<file path="src/rtl/regfile_write_arbiter.sv">
// regfile_write_arbiter
//   Two writeback requesters share the single register-file write port.
//   req0 is ALU writeback and req1 is load writeback. Each requester has a
//   one-entry holding buffer with a valid/ready handshake. A round-robin
//   arbiter drains the buffers into the registered write-port outputs.
//   Writes to x0 are consumed without asserting RegWrite. chk_pending tells
//   the hazard logic that a write to chk_addr is buffered or in flight.
//
// Ports
//   clk, rst             clock (rising edge), async active-low reset
//   reqK_valid/ready     requester K handshake (K = 0, 1)
//   reqK_addr/data       requester K destination register and data
//   RegWrite             registered regfile write enable
//   writereg/writedata   registered regfile write address / data
//   chk_addr             register address being read by decode
//   chk_pending          a buffered or in-flight write targets chk_addr
//   idle                 both buffers empty and RegWrite low
module regfile_write_arbiter #(
    parameter int n  = 32,
    parameter int AW = 5
) (
    input  logic          clk,
    input  logic          rst,
    input  logic          req0_valid,
    output logic          req0_ready,
    input  logic [AW-1:0] req0_addr,
    input  logic [n-1:0]  req0_data,
    input  logic          req1_valid,
    output logic          req1_ready,
    input  logic [AW-1:0] req1_addr,
    input  logic [n-1:0]  req1_data,
    output logic          RegWrite,
    output logic [AW-1:0] writereg,
    output logic [n-1:0]  writedata,
    input  logic [AW-1:0] chk_addr,
    output logic          chk_pending,
    output logic          idle
);

    // Holding buffers
    logic          buf0_v_q, buf0_v_d;
    logic [AW-1:0] buf0_addr_q, buf0_addr_d;
    logic [n-1:0]  buf0_data_q, buf0_data_d;
    logic          buf1_v_q, buf1_v_d;
    logic [AW-1:0] buf1_addr_q, buf1_addr_d;
    logic [n-1:0]  buf1_data_q, buf1_data_d;

    // Round-robin pointer: index of the buffer granted most recently
    logic          last_q, last_d;

    // Write-port output register
    logic          regwrite_q, regwrite_d;
    logic          wr_ok;
    logic [AW-1:0] writereg_q, writereg_d;
    logic [n-1:0]  writedata_q, writedata_d;

    logic          gnt0, gnt1, gnt_any;
    logic          acc0, acc1;
    logic [AW-1:0] gnt_addr;
    logic [n-1:0]  gnt_data;

    always_comb begin
        // Grant depends only on buffer state, so ready never depends on valid.
        gnt0    = buf0_v_q & (~buf1_v_q | last_q);
        gnt1    = buf1_v_q & (~buf0_v_q | ~last_q);
        gnt_any = gnt0 | gnt1;

        // A granted buffer drains this edge, so it can refill at the same edge.
        req0_ready = ~buf0_v_q | gnt0;
        req1_ready = ~buf1_v_q | gnt1;
        acc0       = req0_valid & req0_ready;
        acc1       = req1_valid & req1_ready;

        buf0_v_d    = acc0 | (buf0_v_q & ~gnt0);
        buf0_addr_d = acc0 ? req0_addr : buf0_addr_q;
        buf0_data_d = acc0 ? req0_data : buf0_data_q;
        buf1_v_d    = acc1 | (buf1_v_q & ~gnt1);
        buf1_addr_d = acc1 ? req1_addr : buf1_addr_q;
        buf1_data_d = acc1 ? req1_data : buf1_data_q;

        gnt_addr = gnt0 ? buf0_addr_q : buf1_addr_q;
        gnt_data = gnt0 ? buf0_data_q : buf1_data_q;
        last_d   = gnt_any ? gnt1 : last_q;

        // An x0 grant still consumes its turn but never reaches the regfile.
        wr_ok       = gnt_any & (gnt_addr != '0);
        regwrite_d  = wr_ok;
        writereg_d  = wr_ok ? gnt_addr : writereg_q;
        writedata_d = wr_ok ? gnt_data : writedata_q;
    end

    always_ff @(posedge clk or negedge rst) begin
        if (!rst) begin
            buf0_v_q    <= 1'b0;
            buf0_addr_q <= '0;
            buf0_data_q <= '0;
            buf1_v_q    <= 1'b0;
            buf1_addr_q <= '0;
            buf1_data_q <= '0;
            last_q      <= 1'b1;   // req0 wins the first contention
            regwrite_q  <= 1'b0;
            writereg_q  <= '0;
            writedata_q <= '0;
        end else begin
            buf0_v_q    <= buf0_v_d;
            buf0_addr_q <= buf0_addr_d;
            buf0_data_q <= buf0_data_d;
            buf1_v_q    <= buf1_v_d;
            buf1_addr_q <= buf1_addr_d;
            buf1_data_q <= buf1_data_d;
            last_q      <= last_d;
            regwrite_q  <= regwrite_d;
            writereg_q  <= writereg_d;
            writedata_q <= writedata_d;
        end
    end

    assign RegWrite  = regwrite_q;
    assign writereg  = writereg_q;
    assign writedata = writedata_q;

    // x0 is hardwired to zero, so it never carries a hazard.
    assign chk_pending = (chk_addr != '0) &
                         ((buf0_v_q & (buf0_addr_q == chk_addr)) |
                          (buf1_v_q & (buf1_addr_q == chk_addr)) |
                          (regwrite_q & (writereg_q == chk_addr)));

    assign idle = ~buf0_v_q & ~buf1_v_q & ~regwrite_q;

endmodule

</file>
<file path="config.mk">
export PLATFORM = sky130hd
export DESIGN_NAME = regfile_write_arbiter
export DESIGN_NICKNAME = d
export VERILOG_FILES = /design/src/rtl/regfile_write_arbiter.sv
export SDC_FILE = /design/constraint.sdc
export NUM_CORES = 1
export LEC_CHECK = 0
export ABC_CLOCK_PERIOD_IN_PS = 2500
export BUFFER_PORTS_ARGS = -buffer_cell sky130_fd_sc_hd__buf_2
export CAP_MARGIN = 40
export CORE_ASPECT_RATIO = 0.8
export CORE_MARGIN = 1.5
export CORE_UTILIZATION = 49
export DETAILED_ROUTE_END_ITERATION = 16
export GPL_TIMING_DRIVEN = 0
export PLACE_DENSITY = 0.74
export SETUP_SLACK_MARGIN = 0.5
export SLEW_MARGIN = 20
export SYNTH_ARGS = -nofsm -noshare
export SYNTH_HDL_FRONTEND = slang
export SYNTH_SLANG_ARGS = --single-unit
</file>
<file path="constraint.sdc">
create_clock -name clk -period 2.5 [get_ports clk]
set_clock_uncertainty 0.15 [all_clocks]
set_input_delay 0.5 -clock clk [delete_from_list [all_inputs] [get_ports clk]]
set_output_delay 0.5 -clock clk [all_outputs]
set_load 0.02 [all_outputs]
</file>
Word level (Yosys, flattened, before mapping)
Index checks and enable logic that the tools add are counted.
- output and inout bits: 42
- register bits after elaboration: 115
- logic and storage cells: 45
- input bits: 83
- reduce and logical (&&, ||, !) cells: 2
- equality and inequality tests: 3
- bitwise logic cells: 28
- multiplexer cells: 2
- operators with widths (cell ; count):
    $mux W32 ; 1
    $eq A5 B5 Y1 ; 3
    $and A1 B1 Y1 ; 13
    $reduce_bool A5 Y1 ; 2
    $or A1 B1 Y1 ; 9
    $not A1 Y1 ; 6
    $mux W5 ; 1

Longest topological paths before layout
Gate-level depths: netlist of the first run.
- word-level depth: 6
- mapped depth: 6
- mapped depth without buffers: 5

Worst setup path before layout of the first run
OpenSTA, ideal clock, no wires.
- path type: in2out
- start: input port chk_addr[2]
- end: output port chk_pending
- cell stages on the path: 4
- setup slack: 459 ps
- data required time: 1850 ps
- arrival time: 1391 ps
- path through: xor2_1 nor4_1 a32oi_1 a21oi_1
- word-level cells in the longest chain between the ends: 5
- ends and longest elaborated chain (element ; line ; text):
    start: declaration ; 35 ; input logic [AW-1:0] chk_addr,
    $eq A5 B5 Y1 (on tied branches) ; 124, 125 ;
    $and A1 B1 Y1 (on tied branches) ; 124, 125 ;
    $or A1 B1 Y1 ; 124 ; ((buf0_v_q & (buf0_addr_q == chk_addr)) |
    $or A1 B1 Y1 ; 125 ; (buf1_v_q & (buf1_addr_q == chk_addr)) |
    $and A1 B1 Y1 (*) ; 123 ; assign chk_pending = (chk_addr != '0) &
    end: declaration ; 36 ; output logic chk_pending,
Every way passes the cells marked *; elsewhere a longest branch is shown, timed or not.

Final worst setup path of the first run
- start: register writereg_q[2], in the netlist writereg[2]
- end: output port chk_pending
- word-level cells in the longest chain between the ends: 4
- ends and longest elaborated chain (element ; line ; text):
    start: declaration ; 54 ; logic [AW-1:0] writereg_q, writereg_d;
    start signal: assignment ; 113 ; writereg_q <= writereg_d;
    $eq A5 B5 Y1 ; 126 ; (regwrite_q & (writereg_q == chk_addr)));
    $and A1 B1 Y1 ; 126 ;
    $or A1 B1 Y1 ; 125 ;
    $and A1 B1 Y1 ; 123 ;
Every way passes these cells.

==> out/results.tsv, run 1 <==
metric	value	unit
outcome	completed	
fin_hold_ws	0.157	ns
drt-total-wl	12200	µm
cp_max_fo	3	
post-route-period-util	92.5	%
fin_nets	635	
portBuffers	124	
cts_made_buffers	17	
power	0.00832	W
antenna_cells	0	
cap_violations	0	
pwr-share-seq	35.3	%
synth_edf_count	0	
grt_max_degree	77	
die_height	93.4	µm
cts_buffer_depth	2	
wl_per_cell	17.4	µm
postSynthAreaPerCell	13.3	µm²
powerDensity	1200	mW/mm²
hp-start	req0_valid	
path_clk_slew	0.05	ns
netSwitchingPower	0.00273	W
grt_pass1_wl	19000	µm
power_frac_comb	33.9	%
tritoncts	done	
route.detailed.drc	0	
hpwl	7780	µm
r2r-start	buf0_addr_q[3]	
gp_congestion	0.808	
ant_nets	0	
ys_ff_latch	115	
yosysSeqAreaShare	57.5	%
cp-startpoint	writereg[2]	
period_needed	2.31	ns
grt_overflow_total	0	
start_util	51.3	%
pwr-share-clk	30.7	%
slew_viol_final	0	
die_width	116	µm
synth_top_area_cell	dfrtp_1	
design.core.area	0.00977	mm²
worstMarginPinSlew	0.516	ns
cellLeakagePower	3.26	nW
syn_to_final_growth	38.5	%
ir_worst_vdd	0.819	mV
vias	3718	
antenna_found_initial	1	
synth-main-ff-cell	dfrtp_1	
drtIter0Drc	142	
synth_top_cell_area_share	57.0	%
viasPerCell	5.30	
grt_pass1_vias	3855	
grt_use_total	23.6	%
syn-num-nets	460	
dieArea	0.0108	mm²
hold_path_class	primary input to register	
synthCells	377	
p_sw_share	32.8	%
drt_pre_antenna_iters	4	
required	1.85	ns
fmax	432	MHz
netlist_area	0.00501	mm²
cp-end-kind	primary output	
rsz0062_at_grt	true	
maxSlewHeadroom	65.6	%
tns	0	ns
ctsHtreeMaxLevel	4	
clkSinkCount	115	
yosys_warnings	0	
rows	32	
power.internal	0.00559	W
cts-root-buf	clkbuf_16	
synth.area.top_cells	dfrtp_1 57%, mux2_2 17%, mux2i_1 7.2%	
start_kind	register	
setup_viol	0	
critPathArrivalTime	1.66	ns
boundaryPins	125	
hold_viol	0	
synthArstFlopShare	100	%
clkLatencyLatePin	0.41	ns
drive_gt1_share	58.1	%
yosysUniqueCellTypes	34	
critPathKind	register to primary output	
-- placed cells by master, fill, tap and decap left out, types with 3 or more instances in the layout --
cell	Yosys	routed
dfrtp_2	0	7
clkbuf_16	0	17
bufinv_16	0	4
nor2_1	6	3
xor2_1	13	13
clkinv_2	0	5
or2_4	1	3
o21ai_1	1	12
o21ai_0	58	33
clkbuf_8	0	3
buf_2	12	126
clkbuf_4	0	4
mux2i_1	36	36
nand2_1	8	6
clkbuf_1	4	5
dfrtp_1	114	107
buf_4	0	17
mux2_2	74	74
nand3_1	4	3
a31o_2	4	4
buf_6	3	19
o21ai_2	9	23
-- cell usage after synthesis (2+ instances only) --
master      n
a31o_2      4
o21ai_2     9
xnor2_1     2
buf_2      12
nand2b_1    3
or3_1       2
mux2_2     74
o21ai_0    58
nand2_1     8
buf_6       3
mux2i_1    36
a21o_1      2
nor2_1      6
xor2_1     13
dfrtp_1   114
clkbuf_1    4
nand3_1     4
inv_1       2
a21oi_1     3
nor4_1      4
-- kinds of logic (layout without fill, tap and decap cells) --
logic type      Yosys count  in the layout  share of synthesized area, %
flops                   115            115                          57.5
mux                     110            110                          23.8
compound gates           81             81                          9.89
simple gates             34             35                          3.55
buf+inv                  22            209                          2.62
xor+xnor                 15             15                          2.62
-- power by group through the flow --
stage	Sequential (W)	Clock [W]	Combinational (W)
floorplan	0.00324	0	0.00128
global placement	0.00292	0	0.00232
detailed placement	0.00295	0	0.00239
CTS	0.00293	0.00259	0.00270
global route	0.00302	0.00267	0.00304
finish	0.00294	0.00256	0.00282
-- worst paths after layout --
kind                                       end  slack (ns)  cells after the start
worst max-delay path               chk_pending        0.19                      5
worst min-delay path                  buf0_v_q        0.16                      2
worst max register to register   writedata[31]        0.34                      8
worst min register to register    writedata[1]        0.33                      2
max in group asynchronous        writedata[12]        1.08                      3
min in group asynchronous       buf1_addr_q[4]        0.42                      2
-- flip-flops by register name, summed over array words and instances (netlist names) --
signal and flops:
buf1_data_q 32, buf0_v_q 1, writedata 32, buf0_data_q 32, writereg 5, buf1_addr_q 5, buf1_v_q 1, buf0_addr_q 5
RegWrite 1, last_q 1
-- critical path, stage by stage, from the launching register on --
cell,delay (ns)
dfrtp_1,0.42
xor2_1,0.16
nor4_1,0.26
a32oi_1,0.15
a21oi_2,0.12
buf_4,0.14
-- layout make-up --
cell class              count  area [µm²]
plain buffers              20         159
flip-flops and latches    115        2890
fillers                   732        2830
repair buffers            155         965
multi-input cells         241        2120
well taps                 136         170
clock inverters            10         154
inverters                   2        10.0
clock buffers              22         474
-- routing by layer --
layer  up-vias  part of all wire (%)  global-route usage, %
li1       1716                     -                      -
met1      1873                    44                   29.2
met2       112                    48                   37.3
met3        17                   7.3                   9.85
met4         0                   1.4                   8.03
met5         -                     0                      0
-- metrics by stage --
stage	area [µm²]	util, %	cells	worst slack [ns]
floorplan	5010	-	377	0.544
global placement	5800	59.4	637	-0.539
detailed placement	5840	59.7	638	0.331
CTS	6810	69.7	696	0.148
global route	6940	71.0	701	0.0891
finish	6940	71.0	701	0.187
-- what timing repair did --
item                                    CTS  global route
buffers inserted                         20             5
hold endpoints to repair                 38             0
hold buffers                              1             0
resized for setup                        55            39
gates cloned                              5             0
endpoints found under the setup margin   95            58
pin swaps                                22            19
No activity file was read; power rests on OpenSTA's default activity.
==> run 2, diff against run 1 <==
- ABC_CLOCK_PERIOD_IN_PS: 2500 -> 2850
- clock period: 2.5 -> 2.85 ns (I/O delays scaled with it)
==> out/results.tsv, run 2 (synthesis results as in run 1) <==
metric	value	unit	change
outcome	completed		
design.core.area	0.00977	mm²	unchanged
layout_common_cells	133 x buf_2, 112 x dfrtp_1, 74 x mux2_2		
die_height	93.4	µm	unchanged
clkLatencyLatePin	0.40	ns	about the same
wl_per_cell	17.0	µm	-2.3%
hp-start	req0_valid		
drt-total-wl	11600	µm	-5.1%
required	2.13	ns	+0.28 ns
route.detailed.drc	0		unchanged
cap_violations	0		unchanged
cp-end-kind	primary output		
portBuffers	124		unchanged
cp-startpoint	buf1_addr_q[2]		
start_util	51.3	%	unchanged
powerDensity	1070	mW/mm²	-11%
finalWorstSetupSlack	0.438	ns	+0.251 ns
path_clk_slew	0.05	ns	about the same
worstMarginPinSlew	0.516	ns	-0.0000538 ns
fin_util	67.3	%	-3.7 points
cts_buffer_depth	2		unchanged
clkSinkCount	115		unchanged
dieArea	0.0108	mm²	unchanged
crit_slowest_cell	dfrtp_2		
grt_use_total	22.7	%	-0.84 points
syn_to_final_growth	31.3	%	
die_width	116	µm	unchanged
num-fill-cells	742		+1.4%
maxSlewHeadroom	65.5	%	-0.080 points
rows	32		unchanged
setup_viol	0		unchanged
cpPeakStageDelay	0.42	ns	about the same
tritoncts	done		
critPathBufInv	1		unchanged
hold_path_class	primary input to register		
hold_viol	0		unchanged
slew_viol_final	0		unchanged
viasPerCell	5.24		-1.1%
grt_pass1_vias	3614		-6.3%
r2r-start	buf0_addr_q[3]		
boundaryPins	125		unchanged
post-route-period-util	84.6	%	
final_common_cell	buf_2		
fin_hold_ws	0.219	ns	+0.0620 ns
critPathArrivalTime	1.69	ns	+0.03 ns
ir_worst_vdd	0.607	mV	-26%
cts_made_buffers	17		unchanged
drt_pre_antenna_iters	4		unchanged
rsz0062_at_grt	true		
fmax	415	MHz	
critPathKind	register to primary output		
critPathTopFamily	flip-flops		
cp_cell_sequence	xor2_1, nor4_1, nand3_1, a21oi_1, buf_4		
place_ws	0.554	ns	+0.222 ns
drive_gt1_share	51.0	%	-7.0 points
drtIter0Drc	163		+15%
period_needed	2.41	ns	
grt_overflow_total	0		unchanged
ant_nets	0		unchanged
grt_pass1_wl	18300	µm	-3.7%
ctsHtreeMaxLevel	4		unchanged
antenna_found_initial	0		-1
vias	3571		-4.0%
fin_nets	615		-3.1%
gp_congestion	0.808		about the same
multi_input_area	0.00201	mm²	-5.1%
final-seq-area	0.00288	mm²	-0.22%
cts-root-buf	clkbuf_16		
start_kind	register		
grt_max_degree	64		-17%
hpwl	7780	µm	about the same
cp_max_fo	3		unchanged
power	0.00701	W	-16%
cellLeakagePower	3.10	nW	-4.9%
antenna_cells	0		unchanged
## run 2: what timing repair did
item | CTS | global route
pin swaps | 3 | 6
endpoints found under the hold margin | 51 | 0
setup buffers | 7 | 3
gates resized for setup | 3 | 3
endpoints found under the setup margin | 1 | 30
hold buffers | 1 | 0
## run 2: metal layers
| metal | global-route usage, % | up-vias | wire [µm] |
|---|---|---|---|
| met1 | 29.1 | 1771 | 5130 |
| met5 | 0 | - | 0 |
| met3 | 8.04 | 11 | 752 |
| li1 | - | 1676 | - |
| met2 | 36.2 | 113 | 5590 |
| met4 | 7.22 | 0 | 107 |
## run 2: layout make-up
type | instances | share of cell area, %
buffer | 20 | 1.92
clock buffer | 23 | 7.42
clock inverter | 9 | 2.28
inverter | 2 | 0.114
multi-input combinational | 240 | 30.6
sequential | 115 | 43.8
tap | 136 | 2.59
timing repair buffer | 136 | 11.3
## run 2: where the power goes
group / internal (W) / switching (W)
Sequential: 0.00221 / 0.000354
Clock: 0.00155 / 0.000718
Combinational: 0.000980 / 0.00120
Total: 0.00474 / 0.00228
## run 2: through the flow
stage | instances | TNS, ns | area (µm²)
6_report | 681 | 0 | 6580
5_1_grt | 681 | 0 | 6580
4_1_cts | 678 | 0 | 6540
3_5_place_dp | 638 | 0 | 5830
3_3_place_gp | 637 | -29.30 | 5800
2_1_floorplan | 377 | 0 | 5010
## run 2: final timing paths
check	to	slack [ns]	depth (start not counted)
worst max-delay path	chk_pending	0.44	5
worst min-delay path	buf0_v_q	0.22	2
worst max register to register	writedata[12]	0.57	7
worst min register to register	buf0_data_q[11]	0.35	1
max in group asynchronous	buf1_data_q[16]	1.35	3
min in group asynchronous	buf1_addr_q[4]	0.53	2
